===== config.mk =====
export PLATFORM = sky130hd
export DESIGN_NAME = bcd_serial_sub
export DESIGN_NICKNAME = d
export VERILOG_FILES = /design/src/rtl/bcd_pkg.sv /design/src/rtl/bcd_digit_sub_bw.sv /design/src/rtl/bcd_serial_sub.sv
export SDC_FILE = /design/constraint.sdc
export NUM_CORES = 1
export LEC_CHECK = 0
export CAP_MARGIN = 20
export CORE_ASPECT_RATIO = 0.8
export CORE_UTILIZATION = 33
export DETAILED_ROUTE_END_ITERATION = 7
export PLACE_DENSITY = 0.53
export SETUP_SLACK_MARGIN = 0.5
export SYNTH_ARGS = -nofsm -noshare
export SYNTH_HDL_FRONTEND = slang
export SYNTH_HIERARCHICAL = 1
export SYNTH_SLANG_ARGS = --single-unit
export TNS_END_PERCENT = 30

===== constraint.sdc =====
create_clock -name clk -period 7.1 [get_ports clk]
set_clock_uncertainty 0.15 [all_clocks]
set_input_delay 1.42 -clock clk [delete_from_list [all_inputs] [get_ports clk]]
set_output_delay 1.42 -clock clk [all_outputs]
set_load 0.05 [all_outputs]

===== src/rtl/bcd_pkg.sv =====
// Shared constants, state encoding and digit checks for the serial BCD subtractor.
package bcd_pkg;

  localparam int DIGIT_W  = 4;
  localparam int BCD_MAX  = 9;
  localparam int BCD_BASE = 10;

  typedef enum logic [1:0] {
    IDLE = 2'd0,
    SUB  = 2'd1,
    COMP = 2'd2,
    DONE = 2'd3
  } state_t;

  function automatic logic digit_ok(input logic [DIGIT_W-1:0] d);
    return d <= DIGIT_W'(BCD_MAX);
  endfunction

endpackage


===== src/rtl/bcd_digit_sub_bw.sv =====
// One BCD digit subtract with borrow: d = a_d - b_d - bw_in, wrapped into 0..9.
module bcd_digit_sub_bw
  import bcd_pkg::*;
(
  input  logic [DIGIT_W-1:0] a_d,
  input  logic [DIGIT_W-1:0] b_d,
  input  logic               bw_in,
  output logic [DIGIT_W-1:0] d,
  output logic               bw_out
);

  logic signed [DIGIT_W:0] t;

  // A negative 5-bit result keeps t+16 in its low nibble, so adding 10 mod 16 yields t+10.
  always_comb begin
    t      = signed'({1'b0, a_d}) - signed'({1'b0, b_d}) - signed'({{DIGIT_W{1'b0}}, bw_in});
    bw_out = t[DIGIT_W];
    if (bw_out) begin
      d = t[DIGIT_W-1:0] + DIGIT_W'(BCD_BASE);
    end else begin
      d = t[DIGIT_W-1:0];
    end
  end

endmodule


===== src/rtl/bcd_serial_sub.sv =====
// Serial packed-BCD subtractor producing |a - b| and sign, one digit per clock,
// with a second pass that 10's-complements a negative raw result.
module bcd_serial_sub
  import bcd_pkg::*;
#(
  parameter int DIGITS = 4
) (
  input  logic                  clk,
  input  logic                  rst,
  input  logic                  in_valid,
  output logic                  in_ready,
  input  logic [4*DIGITS-1:0]   a,
  input  logic [4*DIGITS-1:0]   b,
  output logic                  out_valid,
  input  logic                  out_ready,
  output logic [4*DIGITS-1:0]   diff,
  output logic                  neg,
  output logic                  err
);

  localparam int W     = DIGIT_W * DIGITS;
  localparam int IDX_W = (DIGITS > 1) ? $clog2(DIGITS) : 1;
  localparam logic [IDX_W-1:0] LAST_IDX = IDX_W'(DIGITS - 1);

  state_t           state, state_next;
  logic [W-1:0]     a_reg, b_reg, diff_reg;
  logic             neg_reg, err_reg;
  logic [IDX_W-1:0] idx;
  logic             bw;

  logic             bad_in;
  logic             last;
  logic [DIGIT_W-1:0] op_a, op_b, d;
  logic             bw_out;

  always_comb begin
    bad_in = 1'b0;
    for (int i = 0; i < DIGITS; i++) begin
      if (!digit_ok(a[i*DIGIT_W +: DIGIT_W]) || !digit_ok(b[i*DIGIT_W +: DIGIT_W])) begin
        bad_in = 1'b1;
      end
    end
  end

  // COMP reuses the same digit stage to compute 0 - r_i - bw over the stored result.
  always_comb begin
    last = (idx == LAST_IDX);
    if (state == COMP) begin
      op_a = '0;
      op_b = diff_reg[idx*DIGIT_W +: DIGIT_W];
    end else begin
      op_a = a_reg[idx*DIGIT_W +: DIGIT_W];
      op_b = b_reg[idx*DIGIT_W +: DIGIT_W];
    end
  end

  bcd_digit_sub_bw u_digit (
    .a_d   (op_a),
    .b_d   (op_b),
    .bw_in (bw),
    .d     (d),
    .bw_out(bw_out)
  );

  always_ff @(posedge clk) begin
    if (rst) begin
      state <= IDLE;
    end else begin
      state <= state_next;
    end
  end

  always_comb begin
    state_next = state;
    case (state)
      IDLE: if (in_valid) state_next = bad_in ? DONE : SUB;
      SUB:  if (last)     state_next = bw_out ? COMP : DONE;
      COMP: if (last)     state_next = DONE;
      DONE: if (out_ready) state_next = IDLE;
      default:            state_next = IDLE;
    endcase
  end

  always_comb begin
    in_ready  = (state == IDLE);
    out_valid = (state == DONE);
    diff      = diff_reg;
    neg       = neg_reg;
    err       = err_reg;
  end

  always_ff @(posedge clk) begin
    if (rst) begin
      a_reg    <= '0;
      b_reg    <= '0;
      diff_reg <= '0;
      neg_reg  <= 1'b0;
      err_reg  <= 1'b0;
      idx      <= '0;
      bw       <= 1'b0;
    end else begin
      case (state)
        IDLE: begin
          if (in_valid) begin
            a_reg    <= a;
            b_reg    <= b;
            diff_reg <= '0;
            neg_reg  <= 1'b0;
            err_reg  <= bad_in;
            idx      <= '0;
            bw       <= 1'b0;
          end
        end
        SUB, COMP: begin
          diff_reg[idx*DIGIT_W +: DIGIT_W] <= d;
          if (last) begin
            idx <= '0;
            bw  <= 1'b0;
            // A borrow out of the top digit is the only way the result goes negative.
            if (state == SUB) neg_reg <= bw_out;
          end else begin
            idx <= idx + 1'b1;
            bw  <= bw_out;
          end
        end
        DONE: begin
          if (out_ready) err_reg <= 1'b0;
        end
        default: ;
      endcase
    end
  end

endmodule


# Word-level counts from Yosys, hierarchy flattened
# Cells that the tools add are included.
# classes
add_sub_neg,5
n_mul,0
div,0
n_lt_le_gt_ge,8
n_eq_ne,10
shifts,5
muxes,29
bitwise,0
n_reduce_logical,21
# op_table
cell,n
16-bit by 5-bit indexed part select with 4-bit output,3
4-bit negator with 34-bit output,1
4-bit by 34-bit variable shift with 16-bit output (first input constant),1
4-bit by 34-bit indexed part select with 16-bit output,1
4-bit <= comparator (second input constant),8
16-bit one-hot mux with 2 select lines,1
16-bit bitwise mux,1
16-bit two-way mux,1
2-bit two-way mux,7
4-bit two-way mux,3
1-bit two-way mux,11
2-bit != test (second input constant),5
1-bit logical NOT,8
2-bit one-hot mux with 4 select lines,1
4-bit AND reduction,2
2-bit == test (second input constant),3
1-bit one-hot mux with 2 select lines,3
4-bit by 4-bit subtractor with 5-bit output,1
5-bit by 2-bit subtractor with 5-bit output,1
4-bit adder (second input constant),1
1-bit logical OR,4
2-bit one-hot mux with 2 select lines,1
2-bit AND reduction,2
2-bit nonzero test,2
6 further kinds,6
# totals
register_bits,55
latchBits,0
ramBits,0
romBits,0
wordCells,86
mem_count,0

# Longest topological paths before layout
# Gate-level depths: netlist of the first run.
# depth
depth_word,10
ltp_mapped,16
mapped_depth_nobuf,15

# By module
# Netlist of the first run, hierarchy kept.
# by_module_without_submodules
module,instances,cells_each,area_each_um2,seq_area_each_um2
bcd_serial_sub,1,303,2607.5,1101.1
bcd_digit_sub_bw,1,32,274.0,0.0

# Worst setup path before layout of the first run
# Ideal clock, no wire load.
# synth_path
path_type,register to register
from,reg state[0]
to,reg state[0]
setup_ns,0.136
arrival_time_ns,3.316
required_ns,6.814
path_slack_ns,3.498
stages_incl_launch_ff,17
path_buffers,1
synth_period_minus_slack_ns,3.602
cell_sequence,dfxtp_1 -> inv_1 -> ha_1 -> buf_1 -> mux4_2 -> nand2_1 -> nand2_1 -> inv_1 -> fa_1 -> fa_1 -> nand2b_1 -> a211o_1 -> and2_4 -> inv_1 -> inv_1 -> a2111oi_0 -> a211oi_1
# synth_between
elab_chain_cells,7
word_cells_on_any_way,16
cone_classes,add/sub (2); eq/ne (7); mux (5); reduce/logical (2)
# synth_rtl
item,line_no,source
start: declaration,bcd_serial_sub.sv:25,"state_t state, state_next;"
start signal: assignment,bcd_serial_sub.sv:69,state <= state_next;
2-bit == test,bcd_serial_sub.sv:48,if (state == COMP) begin
4-bit two-way mux,bcd_serial_sub.sv:48,
named net op_b[0],bcd_serial_sub.sv:33,"logic [DIGIT_W-1:0] op_a, op_b, d;"
4-bit by 4-bit subtractor with 5-bit output,bcd_digit_sub_bw.sv:16,"t = signed'({1'b0, a_d}) - signed'({1'b0, b_d}) - signed'({{DIGIT_W{1'b0}}, bw_in});"
5-bit by 2-bit subtractor with 5-bit output,bcd_digit_sub_bw.sv:16,
named net bw_out,bcd_serial_sub.sv:34,logic bw_out;
1-bit two-way mux,bcd_serial_sub.sv:77,SUB: if (last) state_next = bw_out ? COMP : DONE;
2-bit two-way mux,bcd_serial_sub.sv:77,
2-bit one-hot mux with 4 select lines,bcd_serial_sub.sv:75,case (state)
# The timed path passes the listed nets, and every way through them passes these cells. The select of a mux whose other input is x is not followed.
# A chain may end at the register's enable or synchronous reset.

# Final worst setup path of the first run
# layout_path
from,reg state[0]
to,"reg diff_reg[1], in the netlist diff[1]"
# layout_between
elab_chain_cells,9
word_cells_on_any_way,16
cone_classes,add/sub (3); eq/ne (3); shift (1); mux (5); reduce/logical (4)
# layout_rtl
item,line_no,source
2-bit == test (*),bcd_serial_sub.sv:48,
4-bit two-way mux (*),bcd_serial_sub.sv:48,
named net op_b[0],bcd_serial_sub.sv:33,
4-bit by 4-bit subtractor with 5-bit output (*),bcd_digit_sub_bw.sv:16,
5-bit by 2-bit subtractor with 5-bit output (*),bcd_digit_sub_bw.sv:16,
4-bit adder,bcd_digit_sub_bw.sv:19,d = t[DIGIT_W-1:0] + DIGIT_W'(BCD_BASE);
4-bit two-way mux (*),bcd_digit_sub_bw.sv:18,if (bw_out) begin
named net d[1],bcd_serial_sub.sv:33,
4-bit by 34-bit indexed part select with 16-bit output (*),bcd_serial_sub.sv:115,diff_reg[idx*DIGIT_W +: DIGIT_W] <= d;
16-bit bitwise mux (*),bcd_serial_sub.sv:115,
16-bit one-hot mux with 2 select lines (*),bcd_serial_sub.sv:102,case (state)
end signal: assignment,bcd_serial_sub.sv:96,diff_reg <= '0;
end signal: assignment,bcd_serial_sub.sv:107,diff_reg <= '0;
end signal: indexed assignment,bcd_serial_sub.sv:115,
end: declaration,bcd_serial_sub.sv:26,"logic [W-1:0] a_reg, b_reg, diff_reg;"
# The timed path passes the listed nets; every way through them passes the cells marked *.

==> results of run 1 <==
## cell families (layout without fill, tap and decap cells)
logic type	count (synthesis)	after routing	synth area share (%)
AO/OA/AOI/OAI	75	75	15.3
AND/OR/NAND/NOR	129	129	19.7
flip-flops	55	55	38.2
XOR/XNOR	5	5	1.52
adder cells (fa/ha/maj)	17	17	7.90
multiplexers	19	19	12.2
buffers and inverters	35	82	5.21
## through the flow
stage	instance area, um2	power, mW
after floorplan	2880	0.999
after global placement	3490	1.20
after detailed placement	3490	1.21
after CTS	3580	1.39
after global routing	3630	1.50
final	3630	1.41
## routing by layer
metal | vias to the layer above | wire (um) | share of wire, %
met5 | - | 0 | 0
met4 | 0 | 34 | 0.44
met3 | 4 | 412 | 5.4
met2 | 63 | 3390 | 44
met1 | 1205 | 3830 | 50
li1 | 1251 | - | -
## area by class of cell
cell class	count	area [um2]	share of cell area (%)
flip-flops and latches	55	1100	30.3
repair buffers	58	608	16.7
inverters	17	63.8	1.76
multi-input cells	245	1630	44.9
clock buffers	6	82.6	2.27
well taps	112	140	3.86
clock inverters	1	5.00	0.138
## cells in the final DEF, fill, tap and decap left out, drive strengths merged, types with 12 or more instances in the layout
cell type,instances
inv,17
nor2,20
mux4,12
a22oi,13
o21ai,14
clkdlybuf4s50,54
ha,15
dfxtp,55
a21oi,37
nand2,84
## worst paths after layout
kind,start,endpoint,slack (ns),depth (start not counted)
worst max-delay path,state[0]$_SDFFE_PP0P_,diff[1]$_SDFFE_PP0P_,3.13,14
worst min register to register,bw$_SDFFE_PP0P_,bw$_SDFFE_PP0P_,0.31,2
worst max register to register,state[0]$_SDFFE_PP0P_,diff[1]$_SDFFE_PP0P_,3.13,14
worst min-delay path,bw$_SDFFE_PP0P_,bw$_SDFFE_PP0P_,0.31,2
## worst max-delay path, stage by stage, from the launching register on
cell,delay (ns)
dfxtp_1,0.34
inv_1,0.11
ha_1,0.53
mux4_2,0.31
nand2_1,0.09
nand2_1,0.08
inv_1,0.05
fa_1,0.42
fa_1,0.40
nand2b_1,0.18
a211o_1,0.32
and2_4,0.18
xnor2_1,0.45
a22oi_1,0.17
nor2_1,0.11
## report_power, final
part,internal (mW),total [mW],switching [mW]
Sequential,0.360,0.397,0.0373
Clock,0.0768,0.174,0.0969
Combinational,0.332,0.837,0.505
Total,0.769,1.41,0.640
==> results by group, run 1 <==
Status
  • Status: complete, no violations

Hold path
  • Hold Path Class: reg2reg

Synth
  • Mapped Cells: 335
  • Top cells by count, synth: nand2_1, dfxtp_1, a21oi_1, nor2_1, inv_1
  • Synth async-reset ratio: 0%
  • Synthesis Warnings: 6
  • Cell taking the most area after synthesis: dfxtp_1
  • Count leader, synth: nand2_1
  • Netlist cell types: 41
  • Avg Inst Size Synth: 8.60 um2
  • EDFF count, synth: 0
  • Synth area leaders: dfxtp_1, nand2_1, mux4_2
  • Yosys top cell area share: 38.2%
  • Top_reg_cell synth: dfxtp_1
  • Seq cells post-synth: 55
  • Sequential element share of the synthesized area: 38.2%
  • Syn Nets: 388
  • Post-Syn Area: 0.00288 mm2

Worst setup path
  • CP Launch Type: flop
  • Worst-path maximum fanout: 13
  • Critical Path AT: 4.06 ns
  • Setup CP Type: reg2reg
  • CP endpoint kind: flop
  • CP required: 7.19 ns

CTS
  • Clock sink count: 55
  • CTS tree: yes
  • Clk slew on worst S/H paths: 0.09 ns
  • Clock Latency Late Sink: 0.31 ns
  • Postcts setup bufs: 0
  • Root Buffer: clkbuf_8
  • Buffer levels on the longest clock path: 2
  • # resized after CTS: 0
  • H-tree lvl count: 2
  • Hold_buf cts: 0
  • TritonCTS Buffers: 5

Global routing
  • Largest net degree at the start of global routing: 57
  • GR peak layer: met2
  • GR Util met3: 2.66%
  • Total GRT Usage: 17.3%
  • Antenna violations before repair: 0
  • Met1 global-route usage: 25.4%
  • Vias in the first global route: 2423
  • GRT overflow: 0
  • Met2 GRT Util: 26.9%
  • First-pass GRT wire length: 12.4 mm

Detailed routing
  • Vias: 2523
  • Vias per inst: 5.11
  • ANT nets after route: 0
  • Number of remaining DRC errors: 0
  • DR iter-0 viols: 144
  • Final WL: 7.67 mm
  • Drt pass-1 iters: 4
  • Routed len/inst: 15.5 um

Floorplanning
  • FP Rows: 30
  • DIE AREA: 0.00911 mm2
  • Chip width: 106 um
  • Core ar.: 0.00848 mm2
  • Initial core utilization: 34.0%
  • Die Y-Extent: 85.6 um
  • I/O pins: 56

STA
  • F_max: 0.252 GHz
  • Final worst-path cycle share: 55.9%
  • Max-slew violations: 0
  • Unrepaired setup endpoints after global routing: false
  • Endpoints failing hold: 0
  • Final WS setup: 3.13 ns
  • Setup TNS: 0 ns
  • Slew margin rel.: 30.8%
  • Final setup violation count: 0
  • Worst-Margin Slew: 1.04 ns
  • Worst hold margin: 0.306 ns
  • Crit path time final: 3.97 ns

Final layout
  • Fillcell total: 879
  • Post-route insts no fill: 494
  • Antenna diodes: 0
  • Finished Core Util: 42.8%
  • Layout cells sized above 1: 7.33%
  • Final nets: 435
  • P&R area growth vs syn: 26.0%

Placement
  • Placement Setup Slack: 3.12 ns
  • Placed Cells: 485
  • RePlAce Congestion: 0.808
  • Hpwl dp: 5.67 mm
  • # port buffers: 55

Power
  • Worst VDD drop: 161 uV
  • LEAKAGE: 1.33 nW
  • PD cells: 388 mW/mm2

Job
  • Max-Cap Viols: 0
(Power assumes the default switching activity.)
==> run 2, diff against run 1 <==
==> constraint.sdc (replaced) <==
create_clock -name clk -period 4.1 [get_ports clk]
set_clock_uncertainty 0.15 [all_clocks]
set_input_delay 0.82 -clock clk [delete_from_list [all_inputs] [get_ports clk]]
set_output_delay 0.82 -clock clk [all_outputs]
set_load 0.05 [all_outputs]
==> run 2 against run 1 <==
Net effect:
- worst hold slack improved by 0.0030 ns
- critical endpoint is now state[0]$_SDFFE_PP0P_
- sequential share of layout area fell by 0.37 points
- power rose by 81%
- critical path depth rose by 1
==> results by group, run 2 (synthesis results as in run 1) <==
Placement
  • Hpwl dp: 6.15 mm (was 5.67 mm)
  • Placement Setup Slack: 0.406 ns (was 3.12 ns)
  • RePlAce Congestion: 0.856 (was 0.808)
  • # port buffers: 55 (unchanged)

Final layout
  • Layout cells sized above 1: 9.04% (was 7.33%)
  • P&R area growth vs syn: 27.6% (was 26.0%)
  • Most common cell after layout, fill and taps aside: nand2_1 (unchanged)
  • Final nets: 439 (was 435)
  • Most frequent cells in the layout: nand2_1, dfxtp_1, clkdlybuf4s50_1, a21oi_1, nor2_1 (unchanged)
  • Antenna diodes: 0 (unchanged)

STA
  • Endpoints failing hold: 0 (unchanged)
  • Final WS setup: 0.510 ns (was 3.13 ns)
  • Crit path time final: 3.59 ns (was 3.97 ns)
  • Worst hold margin: 0.309 ns (was 0.306 ns)
  • Unrepaired setup endpoints after global routing: true (was false)
  • Final worst-path cycle share: 87.6% (was 55.9%)
  • Setup TNS: 0 ns (unchanged)
  • F_max: 0.279 GHz (was 0.252 GHz)
  • Worst-Margin Slew: 0.627 ns (was 1.04 ns)
  • Final setup violation count: 0 (unchanged)
  • Slew margin rel.: 57.0% (was 30.8%)
  • Max-slew violations: 0 (unchanged)

Floorplanning
  • FP Rows: 30 (unchanged)
  • I/O pins: 56 (unchanged)
  • Chip width: 106 um (unchanged)
  • Core ar.: 0.00848 mm2 (unchanged)
  • Initial core utilization: 34.0% (unchanged)
  • Die Y-Extent: 85.6 um (unchanged)
  • DIE AREA: 0.00911 mm2 (unchanged)

Power
  • PD cells: 693 mW/mm2 (was 388 mW/mm2)
  • LEAKAGE: 1.36 nW (was 1.33 nW)
  • Final Power: 2.55 mW (was 1.41 mW)
  • Worst VDD drop: 346 uV (was 161 uV)

Global routing
  • First-pass GRT wire length: 13.1 mm (was 12.4 mm)
  • Vias in the first global route: 2481 (was 2423)
  • Total GRT Usage: 18.7% (was 17.3%)
  • Largest net degree at the start of global routing: 34 (was 57)
  • GRT overflow: 0 (unchanged)
  • Antenna violations before repair: 0 (unchanged)

CTS
  • Clock Latency Late Sink: 0.31 ns (about the same)
  • TritonCTS Buffers: 5 (unchanged)
  • Clk slew on worst S/H paths: 0.10 ns (was 0.09 ns)
  • H-tree lvl count: 2 (unchanged)
  • CTS tree: yes (unchanged)
  • Buffer levels on the longest clock path: 2 (unchanged)
  • Hold_buf cts: 0 (unchanged)
  • Clock sink count: 55 (unchanged)
  • Root Buffer: clkbuf_8 (unchanged)

Worst setup path
  • Setup CP Type: reg2reg (unchanged)
  • CP max stage cell: fa_1 (was ha_1)
  • CP endpoint kind: flop (unchanged)
  • CP Launch Type: flop (unchanged)
  • CP required: 4.13 ns (was 7.19 ns)
  • Worst-path maximum fanout: 7 (was 13)
  • Crit-path max cell delay: 0.44 ns (was 0.53 ns)
  • Critical Path AT: 3.62 ns (was 4.06 ns)
  • Most frequent CP cell: inv_1
  • Worst path cell trace: inv_1, ha_4, mux4_2, nand2_1, nand2_1, inv_1, fa_1, fa_1, nand2b_1, a211o_1, and2_4, inv_1, inv_1, a2111oi_1, a211oi_1 (was inv_1, ha_1, mux4_2, nand2_1, nand2_1, inv_1, fa_1, fa_1, nand2b_1, a211o_1, and2_4, xnor2_1, a22oi_1, nor2_1)

Job
  • Max-Cap Viols: 0 (unchanged)

Status
  • Status: complete, no violations (unchanged)

Detailed routing
  • Vias per inst: 5.09 (was 5.11)
  • Routed len/inst: 16.1 um (was 15.5 um)
  • DR iter-0 viols: 166 (was 144)
  • Final WL: 8.04 mm (was 7.67 mm)
  • Vias: 2540 (was 2523)
  • Number of remaining DRC errors: 0 (unchanged)
  • Drt pass-1 iters: 4 (unchanged)
  • ANT nets after route: 0 (unchanged)

Hold path
  • Hold Path Class: reg2reg (unchanged)
-- run 2: cell types whose count changed in the layout (fill, tap and decap cells not counted), sizes merged --
cell    before  now
bufinv       0    1
buf          4    8
-- run 2: timing repair --
action                     4_1_cts  5_1_grt
resized for setup                1        4
setup endpoints to repair        7       14
setup buffers                    0        0
-- run 2: cell type report --
| cell class | instances | area (um2) |
|---|---|---|
| inverter | 17 | 63.8 |
| sequential | 55 | 1100 |
| tap | 112 | 140 |
| clock buffer | 6 | 82.6 |
| clock inverter | 2 | 35.0 |
| multi-input combinational | 245 | 1650 |
| fill | 885 | 4810 |
| timing repair buffer | 62 | 602 |
-- run 2: metal layers --
layer | global-route usage [%] | wire length [um] | up-vias
met5 | 0 | 0 | -
met4 | 4.23 | 69 | 0
met3 | 3.04 | 488 | 7
met2 | 28.6 | 3560 | 89
met1 | 27.5 | 3920 | 1193
li1 | - | - | 1251
-- run 2: final timing paths --
path | startpoint | endpoint | slack (ns) | cells past startpoint
max | state[0]$_SDFFE_PP0P_ | state[0]$_SDFFE_PP0P_ | 0.51 | 15
min | bw$_SDFFE_PP0P_ | bw$_SDFFE_PP0P_ | 0.31 | 2
max reg2reg | state[0]$_SDFFE_PP0P_ | state[0]$_SDFFE_PP0P_ | 0.51 | 15
min reg2reg | bw$_SDFFE_PP0P_ | bw$_SDFFE_PP0P_ | 0.31 | 2
-- run 2: report_power, final --
part,internal (mW),switching [mW]
Sequential,0.624,0.0665
Combinational,0.607,0.874
Clock,0.198,0.179
Total,1.43,1.12
-- run 2: critical path, delay by kind of cell, from the launching register on --
kind	cells	cell delay (ns)
adder cells (fa/ha/maj)	3	1.08
AO/OA/AOI/OAI	3	0.78
AND/OR/NAND/NOR	4	0.49
flip-flops	1	0.39
buffers and inverters	4	0.34
multiplexers	1	0.22
-- run 2: stage by stage --
step	utilization [%]	instances	instance area (um2)
floorplan	-	335	2880
global placement	41.7	491	3530
detailed placement	41.7	491	3530
CTS	43.1	499	3650
global route	43.3	499	3680
finish	43.3	499	3680
